`src/rtl/apb_split_n.sv`:
```
// rtl/apb_split_n.sv - parametrised 1-to-NSLV APB splitter with address map, default slave and access watchdog
//
// Ports:
//   clk, rstn                 bus clock, asynchronous active-low reset
//   m_psel/m_penable/m_pwrite upstream APB controls
//   m_paddr/m_pstrb/m_pprot/m_pwdata  upstream request fields
//   m_prdata/m_pready/m_pslverr       response to the upstream master
//   s_psel/s_penable          per-slave select / enable (NSLV bits each)
//   s_paddr/s_pwrite/s_pstrb/s_pprot/s_pwdata  broadcast request fields
//   s_prdata/s_pready/s_pslverr       per-slave responses, slave i at [i*DW +: DW] / [i]
//   to_evt                    one-cycle pulse when a hung transfer is aborted
//   to_cnt                    saturating count of aborts
module apb_split_n #(
    parameter int                   NSLV     = 3,
    parameter int                   AW       = 32,
    parameter int                   DW       = 32,
    parameter logic [NSLV*AW-1:0]   SLV_BASE = {32'h0000_0000, 32'h0000_1000, 32'h0800_0000},
    parameter logic [NSLV*AW-1:0]   SLV_MASK = {32'h0800_1000, 32'h0800_1000, 32'h0800_0000},
    parameter int                   TIMEOUT  = 256
) (
    input  logic                 clk,
    input  logic                 rstn,
    input  logic                 m_psel,
    input  logic                 m_penable,
    input  logic                 m_pwrite,
    input  logic [AW-1:0]        m_paddr,
    input  logic [DW/8-1:0]      m_pstrb,
    input  logic [2:0]           m_pprot,
    input  logic [DW-1:0]        m_pwdata,
    output logic [DW-1:0]        m_prdata,
    output logic                 m_pready,
    output logic                 m_pslverr,
    output logic [NSLV-1:0]      s_psel,
    output logic [NSLV-1:0]      s_penable,
    output logic [AW-1:0]        s_paddr,
    output logic                 s_pwrite,
    output logic [DW/8-1:0]      s_pstrb,
    output logic [2:0]           s_pprot,
    output logic [DW-1:0]        s_pwdata,
    input  logic [NSLV*DW-1:0]   s_prdata,
    input  logic [NSLV-1:0]      s_pready,
    input  logic [NSLV-1:0]      s_pslverr,
    output logic                 to_evt,
    output logic [7:0]           to_cnt
);

    // Selector encoding: 0..NSLV-1 are real slaves, NSLV is the default slave.
    localparam int             SW        = $clog2(NSLV + 1);
    localparam logic [SW-1:0]  DEF       = SW'(NSLV);
    localparam int             WDW       = (TIMEOUT > 1) ? $clog2(TIMEOUT) : 1;
    localparam int             TO_LAST_I = (TIMEOUT > 0) ? TIMEOUT - 1 : 0;
    localparam logic [WDW-1:0] TO_LAST   = WDW'(TO_LAST_I);

    typedef enum logic [1:0] {
        IDLE   = 2'd0,
        ACCESS = 2'd1,
        DEFERR = 2'd2,
        ABORT  = 2'd3
    } state_t;

    state_t          state_q, state_d;
    logic [SW-1:0]   sel_q, sel_d;
    logic [WDW-1:0]  wd_q, wd_d;
    logic [7:0]      to_cnt_q, to_cnt_d;

    logic            setup;
    logic            act;
    logic [NSLV-1:0] hit_vec;
    logic [NSLV-1:0] hit_oh;
    logic            hit_any;
    logic [SW-1:0]   hit_idx;
    logic [NSLV-1:0] sel_oh;
    logic            sel_rdy;
    logic            sel_err;
    logic [DW-1:0]   sel_rdata;

    assign setup = m_psel & ~m_penable;
    assign act   = m_psel &  m_penable;

    // Address decode. Iterating downwards leaves the lowest hitting index in hit_idx.
    always_comb begin
        hit_vec = '0;
        hit_idx = DEF;
        for (int i = NSLV - 1; i >= 0; i--) begin
            if ((m_paddr & SLV_MASK[i*AW +: AW]) == (SLV_BASE[i*AW +: AW] & SLV_MASK[i*AW +: AW])) begin
                hit_vec[i] = 1'b1;
                hit_idx    = SW'(i);
            end
        end
    end

    // Isolate the lowest set bit so overlapping windows select only one slave.
    assign hit_oh  = hit_vec & (~hit_vec + NSLV'(1));
    assign hit_any = |hit_vec;

    // Response mux from the slave latched during the setup cycle.
    always_comb begin
        sel_oh    = '0;
        sel_rdy   = 1'b0;
        sel_err   = 1'b0;
        sel_rdata = '0;
        for (int i = 0; i < NSLV; i++) begin
            if (sel_q == SW'(i)) begin
                sel_oh[i] = 1'b1;
                sel_rdy   = s_pready[i];
                sel_err   = s_pslverr[i];
                sel_rdata = s_prdata[i*DW +: DW];
            end
        end
    end

    // State register
    always_ff @(posedge clk or negedge rstn) begin
        if (!rstn) begin
            state_q  <= IDLE;
            sel_q    <= DEF;
            wd_q     <= '0;
            to_cnt_q <= '0;
        end else begin
            state_q  <= state_d;
            sel_q    <= sel_d;
            wd_q     <= wd_d;
            to_cnt_q <= to_cnt_d;
        end
    end

    // Next-state logic
    always_comb begin
        state_d  = state_q;
        sel_d    = sel_q;
        wd_d     = wd_q;
        to_cnt_d = to_cnt_q;
        case (state_q)
            IDLE: begin
                if (setup) begin
                    sel_d   = hit_idx;
                    wd_d    = '0;
                    state_d = hit_any ? ACCESS : DEFERR;
                end
            end
            ACCESS: begin
                if (!m_psel) begin
                    // Master abandoned the transfer: quietly return.
                    state_d = IDLE;
                end else if (act && sel_rdy) begin
                    state_d = IDLE;
                end else if (!sel_rdy) begin
                    if ((TIMEOUT != 0) && (wd_q == TO_LAST)) begin
                        state_d = ABORT;
                    end else begin
                        wd_d = wd_q + WDW'(1);
                    end
                end
            end
            DEFERR: begin
                state_d = IDLE;
            end
            ABORT: begin
                state_d = IDLE;
                if (to_cnt_q != 8'hFF) begin
                    to_cnt_d = to_cnt_q + 8'd1;
                end
            end
            default: begin
                state_d = IDLE;
            end
        endcase
    end

    // Output logic
    always_comb begin
        s_psel    = '0;
        s_penable = '0;
        m_prdata  = '0;
        m_pready  = 1'b0;
        m_pslverr = 1'b0;
        to_evt    = 1'b0;
        case (state_q)
            IDLE: begin
                if (setup) begin
                    s_psel = hit_oh;
                end
            end
            ACCESS: begin
                s_psel    = sel_oh & {NSLV{m_psel}};
                s_penable = sel_oh & {NSLV{m_penable}};
                m_prdata  = sel_rdata;
                m_pready  = act & sel_rdy;
                m_pslverr = act & sel_err;
            end
            DEFERR: begin
                m_pready  = m_psel;
                m_pslverr = m_psel;
            end
            ABORT: begin
                m_pready  = m_psel;
                m_pslverr = m_psel;
                to_evt    = 1'b1;
            end
            default: begin
                s_psel = '0;
            end
        endcase
        // Selects must vanish the instant reset asserts, even while the master still drives a setup.
        s_psel    = s_psel    & {NSLV{rstn}};
        s_penable = s_penable & {NSLV{rstn}};
    end

    assign to_cnt   = to_cnt_q;
    assign s_paddr  = m_paddr;
    assign s_pwrite = m_pwrite;
    assign s_pstrb  = m_pstrb;
    assign s_pprot  = m_pprot;
    assign s_pwdata = m_pwdata;

endmodule

```
`config.mk`:
```
export PLATFORM = sky130hd
export DESIGN_NAME = apb_split_n
export DESIGN_NICKNAME = d
export VERILOG_FILES = /design/src/rtl/apb_split_n.sv
export SDC_FILE = /design/constraint.sdc
export NUM_CORES = 1
export LEC_CHECK = 0
export ABC_AREA = 1
export CORE_AREA = 5 5 112 114
export DETAILED_ROUTE_END_ITERATION = 16
export DIE_AREA = 0 0 117 119
export PLACE_DENSITY = 0.71
export SLEW_MARGIN = 20
export SYNTH_ARGS = -nofsm -noshare
export SYNTH_HDL_FRONTEND = slang
export SYNTH_SLANG_ARGS = --single-unit
```
`constraint.sdc`:
```
create_clock -name clk -period 3.1 [get_ports clk]
set_input_delay 0.93 -clock clk [delete_from_list [all_inputs] [get_ports clk]]
set_output_delay 0.93 -clock clk [all_outputs]
set_load 0.01 [all_outputs]
```
==> parameters.txt, run 1 <==
Parameter                              Value

Die
  Initial Util    0.240
  Overall die area    0.0139 sq mm
  Row cnt    39
  Core footprint    0.0113 sq mm
  Top-level port count    299
  Horizontal die dimension    117 um
  Height of the chip    119 um

Pwr
  Share of total power consumed by net switching    0.469
  Clock network fraction of design power    0.115
  Power density of the placed cells    607 mW/mm^2
  Net Sw Power    1.21 mW
  Static leakage    2.38 nW
  Peak supply drop    0.377 mV
  Part of the power in combinational logic    0.741
  Cell internal power dissipation    1.36 mW
  Power share of the sequential group    0.145

STA
  Tmin final    3050 ps
  Max-slew violations    0
  Setup Viol. Count Final    0
  Max frequency    327 MHz
  Final Hold Violating Endpoints    0
  Clock Skews    3.75 ps
  Slew headroom    0.786
  Worst Max-Slew Pin Slew    320 ps
  RSZ-0062 raised after global routing    false
  Final critical-path share of the clock period    0.985

CTS
  Cell chosen for the clock root    sky130_fd_sc_hd__clkbuf_16
  Later-pin clock latency in the skew report    250 ps
  CTS tree    built
  Deepest level of the CTS H-tree    1
  CTS clock-pin slew for the worst setup and hold paths    60 ps
  Hold buffer count at cts    0
  Total clock buffers created by CTS    3
  Max Buffers Root-to-Sink    2
  Clock Sinks    20

Global route
  Congestion Overflow GR    0
  Wire length of the first global-routing pass    15.6 mm
  Antenna violations before repair    1
  Gr usage total    0.142
  Vias in the first global route    2869
  Pin count of the biggest net entering global routing    29

Worst setup path
  R2r startpoint    state_q[1]
  Cell chain of the critical path    clkdlybuf4s50_1, nand2_1, nand3_1, nand2_1, inv_1, clkdlybuf4s50_1
  Largest fanout of any net on the critical path    1
  Data arrival time of the critical path    2120 ps
  Crit end category    primary output
  CP Class    in -> out
  Bufs and invs on worst path    3
  Launch point of the worst path    s_prdata[11]
  Sort of element at the start of the critical path    primary input
  CP max-delay cell    sky130_fd_sc_hd__clkdlybuf4s50_1
  Endpoint required time on the critical path    2170 ps
  Largest stage delay on the critical path    520 ps
  Category of cells accounting for the largest share of critical-path delay    buffers and inverters

Drt
  Via total after detailed routing    3071
  DRT antenna net count    0
  Number of iterations in the first detailed-routing pass    4
  Post-DR vias/cell    4.30
  DRT Wirelength    10.7 mm
  Violation count after the first detailed-route iteration    152
  Number of DRC violations after detailed routing    0
  Detailed-route wire length per cell    15.0 um

Logic synthesis
  Syn Nets    651
  YS warnings    0
  Avg Synthesized Cell Area    5.77 sq um
  Sequential fraction of the synthesis area    0.185
  Post-synthesis cell area    0.00272 sq mm
  Count of different cell masters after synthesis    29
  Synthesized instance count    471
  Yosys reg bits    20

Placement
  Final GP Congestion    0.849
  Number of port buffers    158
  Instance area after placement    0.00407 sq mm
  Placed wire-length estimate    8.73 mm

Hold path
  Start point of the worst hold path    wd_q[1]
  Worst min path class    reg -> reg

Cells and area
  Share of post-route cells with drive strength above 1    0.0997
  Final design area excluding fillers    0.00424 sq mm
  ANT cells    0
  Commonest cells after routing, fill and taps aside    sky130_fd_sc_hd__nand2_1 (189), sky130_fd_sc_hd__clkdlybuf4s50_1 (121), sky130_fd_sc_hd__nand3_1 (54), sky130_fd_sc_hd__inv_1 (50)
  Area growth syn-to-layout    55.8%
  Number of nets in the finished design    753
  Finished Core Util    0.374
  Most frequent standard cell in the layout excluding fill and tap cells    sky130_fd_sc_hd__nand2_1

Run status
  Result of the run    finished, final reports clean

Flow run
  Max Cap Viol    0
[per-stage QoR]
step	setup slack, ps	setup TNS, ps	instances	total power [mW]	hold slack (ps)
finish	45.3	0	715	2.57	531
global route	1.09	0	715	2.80	560
floorplan	526	0	471	1.48	468
CTS	4.53	0	715	2.64	525
global placement	-476	-2920	708	2.36	492
detailed placement	-510	-3050	708	2.36	510
[cell families (layout without fill, tap and decap cells)]
| logic type | Yosys count | count (layout) | synth area share |
|---|---|---|---|
| xor+xnor | 9 | 9 | 0.0290 |
| simple gates | 288 | 288 | 0.448 |
| buf+inv | 139 | 240 | 0.299 |
| flops | 20 | 20 | 0.185 |
| compound gates | 13 | 13 | 0.0299 |
| fa+ha+maj | 2 | 2 | 0.00920 |
[worst register-to-register path: cells and delay by family (launching register included)]
family                 cells  cell delay (ps)
buffers and inverters      3              560
DFF                        1              400
and+or+nand+nor            6              580
[flip-flops by register name, summed over array words and instances, names as in the netlist]
register and count:
sel_q 2, state_q 2, wd_q 8, to_cnt 8
[timing repair]
action	CTS	global route
setup buffers	3	0
setup endpoints to repair	23	28
pin swaps	2	3
resized for setup	37	26
[power groups by stage]
stage                     Combinational (mW)  Clock [mW]  Sequential [mW]
after global routing                    2.11       0.311            0.383
after global placement                  1.98           0            0.374
final                                   1.90       0.295            0.372
after detailed placement                1.99           0            0.374
after floorplan                         1.11           0            0.372
after CTS                               1.97       0.301            0.370
[layer usage]
layer,wire length (um),vias to the layer above,global-route usage
li1,-,1568,-
met1,4010,1315,0.159
met4,197,4,0.0380
met2,5060,164,0.242
met3,1370,20,0.0593
met5,66,-,0.0259
[final timing paths]
path | to | slack [ps] | cells after the start
worst min-delay path | wd_q[1] | 530 | 2
worst min register to register | wd_q[1] | 530 | 2
worst max-delay path | m_prdata[11] | 50 | 6
max in group asynchronous | sel_q[1] | 1660 | 3
worst max register to register | wd_q[1] | 1450 | 9
min in group asynchronous | wd_q[6] | 1170 | 3
[area by class of cell]
cell class	count	area, sq um
Multi-Input combinational cell	312	1430
Clock buffer	4	88.8
Sequential cell	20	503
Inverter	54	205
Fill cell	1215	7080
Tap cell	143	179
Timing Repair Buffer	182	1830
[cells in the mapped netlist (all sizes together)]
master  number  share of area
nand4        3         0.0069
o21ai        8          0.019
xnor2        5          0.016
nor2        27          0.041
nand3       57           0.11
a22oi        1         0.0028
nor3b        1         0.0028
clkbuf       1         0.0028
a21boi       1         0.0028
clkinv       1         0.0014
ha           2         0.0092
dfstp        2          0.019
buf         84           0.22
dfrtp       18           0.17
xor2         4          0.013
inv         53          0.073
a21oi        3         0.0055
nor3         5         0.0092
nand2      195           0.27
(Power assumes the default switching activity.)
==> inputs of run 2 (changes only) <==
--- a/config.mk
+++ b/config.mk
@@ -6,10 +6,10 @@
 export NUM_CORES = 1
 export LEC_CHECK = 0
 export ABC_AREA = 1
-export CORE_AREA = 5 5 112 114
+export CORE_AREA = 5 5 111 113
 export DETAILED_ROUTE_END_ITERATION = 16
-export DIE_AREA = 0 0 117 119
-export PLACE_DENSITY = 0.71
+export DIE_AREA = 0 0 116 118
+export DONT_BUFFER_PORTS = 1
 export SLEW_MARGIN = 20
 export SYNTH_ARGS = -nofsm -noshare
 export SYNTH_HDL_FRONTEND = slang
==> run 2 against run 1 <==
Net effect: clock-buffer cell count unchanged; highest routed layer unchanged; largest power group unchanged; cell count down 24%; clock skew is 2.2 ps lower; combinational power decreased by 31%; routed wire length fell by 4.1%.
==> parameters.txt, run 2 (synthesis results as in run 1) <==
Parameter                              Value

Worst setup path
  Category of cells accounting for the largest share of critical-path delay    simple AND/OR/NAND/NOR gates
  Launch point of the worst path    m_penable
  Sort of element at the start of the critical path    primary input
  Cell chain of the critical path    inv_1, nand2_1, nor2_2, inv_1, nor3_1, inv_1, a21oi_1
  Data arrival time of the critical path    1810 ps (-310 ps)
  CP Class    in -> out
  Largest fanout of any net on the critical path    4 (+3)
  CP max-delay cell    sky130_fd_sc_hd__a21oi_1
  R2r startpoint    state_q[1]
  Endpoint required time on the critical path    2170 ps (about the same)
  Crit end category    primary output
  Largest stage delay on the critical path    260 ps (-260 ps)
  Dominant cell type by count on the critical path    sky130_fd_sc_hd__inv_1
  Reg-to-reg critical path endpoint    wd_q[7]
  Bufs and invs on worst path    3 (unchanged)
  Worst Reg-to-Reg Cells    9 (unchanged)
  Worst setup slack for register-to-register paths    1300 ps (-150 ps)

Die
  Row cnt    39 (unchanged)
  Core footprint    0.0112 sq mm (-0.86%)
  Overall die area    0.0137 sq mm (-1.7%)
  Horizontal die dimension    116 um (-0.85%)
  Initial Util    0.242 (+0.00209)
  Top-level port count    299 (unchanged)
  Height of the chip    118 um (-0.84%)

Cells and area
  Number of nets in the finished design    580 (-23%)
  Most frequent standard cell in the layout excluding fill and tap cells    sky130_fd_sc_hd__nand2_1
  Area growth syn-to-layout    -10.0%
  ANT cells    0 (unchanged)
  Count of fill cells added during filler insertion    1315 (+8.2%)
  Commonest cells after routing, fill and taps aside    sky130_fd_sc_hd__nand2_1 (191), sky130_fd_sc_hd__nand3_1 (54), sky130_fd_sc_hd__inv_1 (51), sky130_fd_sc_hd__nor2_1 (22), sky130_fd_sc_hd__dfrtp_1 (18)
  Share of post-route cells with drive strength above 1    0.0752 (-0.0245)

Placement
  Number of port buffers    0 (-100%)
  Final GP Congestion    0.750 (-12%)
  Placed wire-length estimate    8.67 mm (-0.66%)

STA
  Max-slew violations    0 (unchanged)
  Final critical-path share of the clock period    0.883 (-0.103)
  Max frequency    365 MHz (+12%)
  Setup Viol. Count Final    0 (unchanged)
  Worst Max-Slew Pin Slew    502 ps (+182 ps)
  RSZ-0062 raised after global routing    false
  Setup tns final    0 ps (unchanged)
  Final hold slack    369 ps (-162 ps)
  Slew headroom    0.663 (-0.123)
  Clock Skews    1.54 ps (-2.21 ps)
  Final Hold Violating Endpoints    0 (unchanged)
  Tmin final    2740 ps (-318 ps)

CTS
  Deepest level of the CTS H-tree    1 (unchanged)
  Later-pin clock latency in the skew report    250 ps (about the same)
  Number of resized instances in the post-cts repair step    0 (-100%)
  Total clock buffers created by CTS    3 (unchanged)
  Clock Sinks    20 (unchanged)
  CTS clock-pin slew for the worst setup and hold paths    60 ps (about the same)
  Setup bufs post-CTS    0 (-3)
  Hold buffer count at cts    0 (unchanged)
  CTS tree    built
  Max Buffers Root-to-Sink    2 (unchanged)
  Cell chosen for the clock root    sky130_fd_sc_hd__clkbuf_16

Drt
  Number of iterations in the first detailed-routing pass    4 (unchanged)
  Detailed-route wire length per cell    19.0 um (+27%)
  DRT Wirelength    10.3 mm (-4.1%)
  DRT antenna net count    0 (unchanged)
  Via total after detailed routing    2550 (-17%)
  Number of DRC violations after detailed routing    0 (unchanged)
  Violation count after the first detailed-route iteration    141 (-7.2%)
  Post-DR vias/cell    4.70 (+9.5%)

Pwr
  Static leakage    1.33 nW (-44%)
  Peak supply drop    0.387 mV (+2.7%)
  Power density of the placed cells    813 mW/mm^2 (+34%)

Global route
  Vias in the first global route    2403 (-16%)
  Antenna violations before repair    1 (unchanged)
  Congestion Overflow GR    0 (unchanged)
  Wire length of the first global-routing pass    14.3 mm (-8.0%)
  Gr usage total    0.137 (-0.00470)
  Pin count of the biggest net entering global routing    34 (+17%)

Run status
  Result of the run    finished, final reports clean

Hold path
  Worst min path class    in -> async

Flow run
  Max Cap Viol    0 (unchanged)
[run 2: changes by cell type in the layout (fill, tap and decap cells not counted), moves of 2 or more]
cell	delta
sky130_fd_sc_hd__clkdlybuf4s15_2	-3
sky130_fd_sc_hd__buf_4	-11
sky130_fd_sc_hd__buf_12	-3
sky130_fd_sc_hd__clkdlybuf4s50_1	-121
sky130_fd_sc_hd__buf_2	-3
sky130_fd_sc_hd__dlygate4sd2_1	-9
sky130_fd_sc_hd__dlymetal6s2s_1	-21
sky130_fd_sc_hd__nand2_2	-2
sky130_fd_sc_hd__nand2_1	+2
[run 2: worst reg2reg max path, stage by stage (launching register included)]
cell and delay, ps:
sky130_fd_sc_hd__dfrtp_1 400, sky130_fd_sc_hd__inv_1 70, sky130_fd_sc_hd__nand2_2 100, sky130_fd_sc_hd__inv_2 290, sky130_fd_sc_hd__buf_4 340, sky130_fd_sc_hd__nand2_1 110, sky130_fd_sc_hd__nand2_2 110, sky130_fd_sc_hd__nand3_4 130
sky130_fd_sc_hd__nand2_1 100, sky130_fd_sc_hd__nand2_1 50
[run 2: how the worst max path moves through the flow]
stage | to | slack, ps | depth (start not counted)
finish | s_psel[1] | 360 | 7
floorplan | s_psel[1] | 530 | 7
CTS | m_pready | 350 | 5
global placement | s_psel[1] | 360 | 7
detailed placement | m_pready | 360 | 5
global route | s_psel[1] | 260 | 7
[run 2: layout make-up]
class,count,area (sq um),area share
repair buffers,9,67.6,0.0276
multi-input cells,312,1410,0.574
inverters,54,203,0.0829
flip-flops and latches,20,503,0.206
well taps,143,179,0.0731
clock buffers,4,88.8,0.0363
[run 2: where the power goes]
group / internal (mW) / switching [mW] / total [mW]
Sequential: 0.320 / 0.0625 / 0.382
Combinational: 0.368 / 0.947 / 1.31
Clock: 0.197 / 0.0957 / 0.292
[run 2: metrics by stage]
step | worst slack, ps | util | instances | power, mW | instance area, sq um
after floorplan | 526 | - | 471 | 1.48 | 2720
after global placement | 362 | 0.210 | 538 | 1.72 | 2360
after detailed placement | 355 | 0.210 | 538 | 1.72 | 2360
after CTS | 355 | 0.218 | 542 | 2.02 | 2450
after global routing | 264 | 0.218 | 542 | 2.18 | 2450
final | 364 | 0.218 | 542 | 1.99 | 2450
[run 2: routing by layer]
metal | wire length, um | GRT usage
met1 | 3690 | 0.146
met2 | 4910 | 0.233
met3 | 1410 | 0.0684
met4 | 249 | 0.0421
met5 | 13 | 0
==> inputs of run 3 (changes only) <==
--- a/config.mk
+++ b/config.mk
@@ -10,6 +10,7 @@
 export DETAILED_ROUTE_END_ITERATION = 16
 export DIE_AREA = 0 0 116 118
 export DONT_BUFFER_PORTS = 1
+export RECOVER_POWER = 100
 export SLEW_MARGIN = 20
 export SYNTH_ARGS = -nofsm -noshare
 export SYNTH_HDL_FRONTEND = slang
==> run 3 against run 2 <==
Net effect: sequential share of layout area rose by 0.47 points; highest routed layer unchanged; via count did not move; largest cell class unchanged; first-iteration DRC count fell by 5.0%.
==> parameters.txt, run 3 (synthesis results as in run 1) <==
Parameter                              Value

Cells and area
  ANT cells    0 (unchanged)
  Commonest cells after routing, fill and taps aside    sky130_fd_sc_hd__nand2_1 (194), sky130_fd_sc_hd__nand3_1 (56), sky130_fd_sc_hd__inv_1 (51), sky130_fd_sc_hd__nor2_1 (25), sky130_fd_sc_hd__dfrtp_1 (18)
  Most frequent standard cell in the layout excluding fill and tap cells    sky130_fd_sc_hd__nand2_1
  Final Instance Count excl. Fillers    542 (unchanged)
  Number of nets in the finished design    580 (unchanged)
  Share of post-route cells with drive strength above 1    0.0401 (-0.0351)
  Area growth syn-to-layout    -12.1%

Flow run
  Max Cap Viol    0 (unchanged)

Worst setup path
  Data arrival time of the critical path    1860 ps (+50 ps)
  CP Class    in -> out
  Largest fanout of any net on the critical path    4 (unchanged)
  Crit end category    primary output
  Endpoint required time on the critical path    2170 ps (about the same)
  Sort of element at the start of the critical path    primary input

Global route
  Wire length of the first global-routing pass    14.3 mm (unchanged)
  Pin count of the biggest net entering global routing    34 (unchanged)
  Vias in the first global route    2403 (unchanged)
  Congestion Overflow GR    0 (unchanged)
  Antenna violations before repair    1 (unchanged)
  Gr usage total    0.137 (unchanged)

Pwr
  Clock network fraction of design power    0.150 (+0.003)
  Overall power    1.94 mW (-2.4%)
  Net Sw Power    1.08 mW (-2.0%)
  Peak supply drop    0.387 mV (about the same)
  Power density of the placed cells    812 mW/mm^2 (-0.20%)
  Share of total power consumed by net switching    0.558 (+0.00247)
  Part of the power in combinational logic    0.656 (-0.005)
  Static leakage    1.31 nW (-1.3%)
  Cell internal power dissipation    0.858 mW (-3.0%)
  Power share of the sequential group    0.194 (+0.002)

Placement
  Number of port buffers    0 (unchanged)
  Final GP Congestion    0.750 (unchanged)
  Dpl ws    355 ps (unchanged)
  Placed wire-length estimate    8.67 mm (unchanged)
  Total placed cells including tap cells    538 (unchanged)

CTS
  Total clock buffers created by CTS    3 (unchanged)
  Hold buffer count at cts    0 (unchanged)
  Cell chosen for the clock root    sky130_fd_sc_hd__clkbuf_16
  Later-pin clock latency in the skew report    250 ps (about the same)
  Setup bufs post-CTS    0 (unchanged)
  Number of resized instances in the post-cts repair step    0 (unchanged)
  Max Buffers Root-to-Sink    2 (unchanged)
  CTS tree    built
  CTS clock-pin slew for the worst setup and hold paths    50 ps (about the same)
  Clock Sinks    20 (unchanged)
  Deepest level of the CTS H-tree    1 (unchanged)

Drt
  Number of iterations in the first detailed-routing pass    4 (unchanged)
  Violation count after the first detailed-route iteration    134 (-5.0%)
  Via total after detailed routing    2550 (unchanged)
  Number of DRC violations after detailed routing    0 (unchanged)
  DRT antenna net count    0 (unchanged)
  DRT Wirelength    10.2 mm (-0.31%)
  Detailed-route wire length per cell    18.9 um (-0.31%)
  Post-DR vias/cell    4.70 (unchanged)

STA
  Tmin final    2790 ps (+51.2 ps)
  Final Hold Violating Endpoints    0 (unchanged)
  Setup Viol. Count Final    0 (unchanged)
  Worst-case setup margin in the final layout    312 ps (-51.2 ps)
  RSZ-0062 raised after global routing    false
  Clock Skews    1.47 ps (-0.0722 ps)
  Final hold slack    370 ps (+1.07 ps)
  Slew headroom    0.401 (-0.262)
  Setup tns final    0 ps (unchanged)
  Worst Max-Slew Pin Slew    889 ps (+387 ps)
  Final critical-path share of the clock period    0.899 (+0.0165)
  Max-slew violations    0 (unchanged)
  Max frequency    359 MHz (-1.8%)

Die
  Core footprint    0.0112 sq mm (unchanged)
  Row cnt    39 (unchanged)
  Horizontal die dimension    116 um (unchanged)
  Initial Util    0.242 (unchanged)
  Overall die area    0.0137 sq mm (unchanged)
  Height of the chip    118 um (unchanged)
  Top-level port count    299 (unchanged)

Run status
  Result of the run    finished, final reports clean

Hold path
  Worst min path class    in -> async
[run 3: cell types whose count changed in the layout (fill, tap and decap cells not counted)]
cell and change:
sky130_fd_sc_hd__o21ai_0 +2, sky130_fd_sc_hd__nand3_1 +2, sky130_fd_sc_hd__nor2_1 +3, sky130_fd_sc_hd__nand2_2 -3, sky130_fd_sc_hd__dfstp_2 -2, sky130_fd_sc_hd__buf_4 -3
sky130_fd_sc_hd__nor2_2 -3, sky130_fd_sc_hd__nand3_4 -1, sky130_fd_sc_hd__o21ai_1 -1, sky130_fd_sc_hd__clkbuf_1 +3, sky130_fd_sc_hd__o21ai_4 -1, sky130_fd_sc_hd__nand3_2 -1
sky130_fd_sc_hd__dfstp_1 +2, sky130_fd_sc_hd__nand2_1 +3
[run 3: critical path, cell delays in order]
cell	delay, ps
sky130_fd_sc_hd__inv_1	30
sky130_fd_sc_hd__nand2_1	70
sky130_fd_sc_hd__nor2_1	240
sky130_fd_sc_hd__inv_1	110
sky130_fd_sc_hd__nor3_1	140
sky130_fd_sc_hd__inv_1	70
sky130_fd_sc_hd__a21oi_1	270
[run 3: stage by stage]
| step | utilization | instance area, sq um |
|---|---|---|
| 6_report | 0.213 | 2390 |
| 5_1_grt | 0.213 | 2390 |
| 4_1_cts | 0.218 | 2450 |
| 3_5_place_dp | 0.210 | 2360 |
| 3_3_place_gp | 0.210 | 2360 |
| 2_1_floorplan | - | 2720 |
[run 3: power by group through the flow]
stage | clock [mW] | combinational (mW) | sequential (mW)
final | 0.291 | 1.27 | 0.376
after global routing | 0.311 | 1.44 | 0.385
after CTS | 0.300 | 1.34 | 0.383
after detailed placement | 0 | 1.34 | 0.387
after global placement | 0 | 1.33 | 0.385
after floorplan | 0 | 1.11 | 0.372
[run 3: final cells by class]
class                   count  area, sq um
fillers                  1326         8830
multi-input cells         312         1360
flip-flops and latches     20          503
inverters                  54          203
well taps                 143          179
clock buffers               4         88.8
repair buffers              9         56.3
[run 3: path summary, 6_finish.rpt]
check	cells past startpoint	to	slack [ps]	start
min	0	wd_q[5]	370	rstn
max	7	s_psel[1]	310	m_penable
max reg2reg	9	wd_q[7]	1040	state_q[1]
max in group asynchronous	0	sel_q[0]	2560	rstn
min in group clk	2	wd_q[1]	510	wd_q[1]
min reg2reg	2	wd_q[1]	510	wd_q[1]
[run 3: metal layers]
metal | routed length (um) | part of all wire | GRT usage | vias to the layer above
met5 | 13 | 0.0013 | 0 | -
met4 | 249 | 0.024 | 0.0421 | 2
met3 | 1440 | 0.14 | 0.0684 | 28
met2 | 4900 | 0.48 | 0.233 | 156
met1 | 3640 | 0.36 | 0.146 | 1145
li1 | - | - | - | 1219
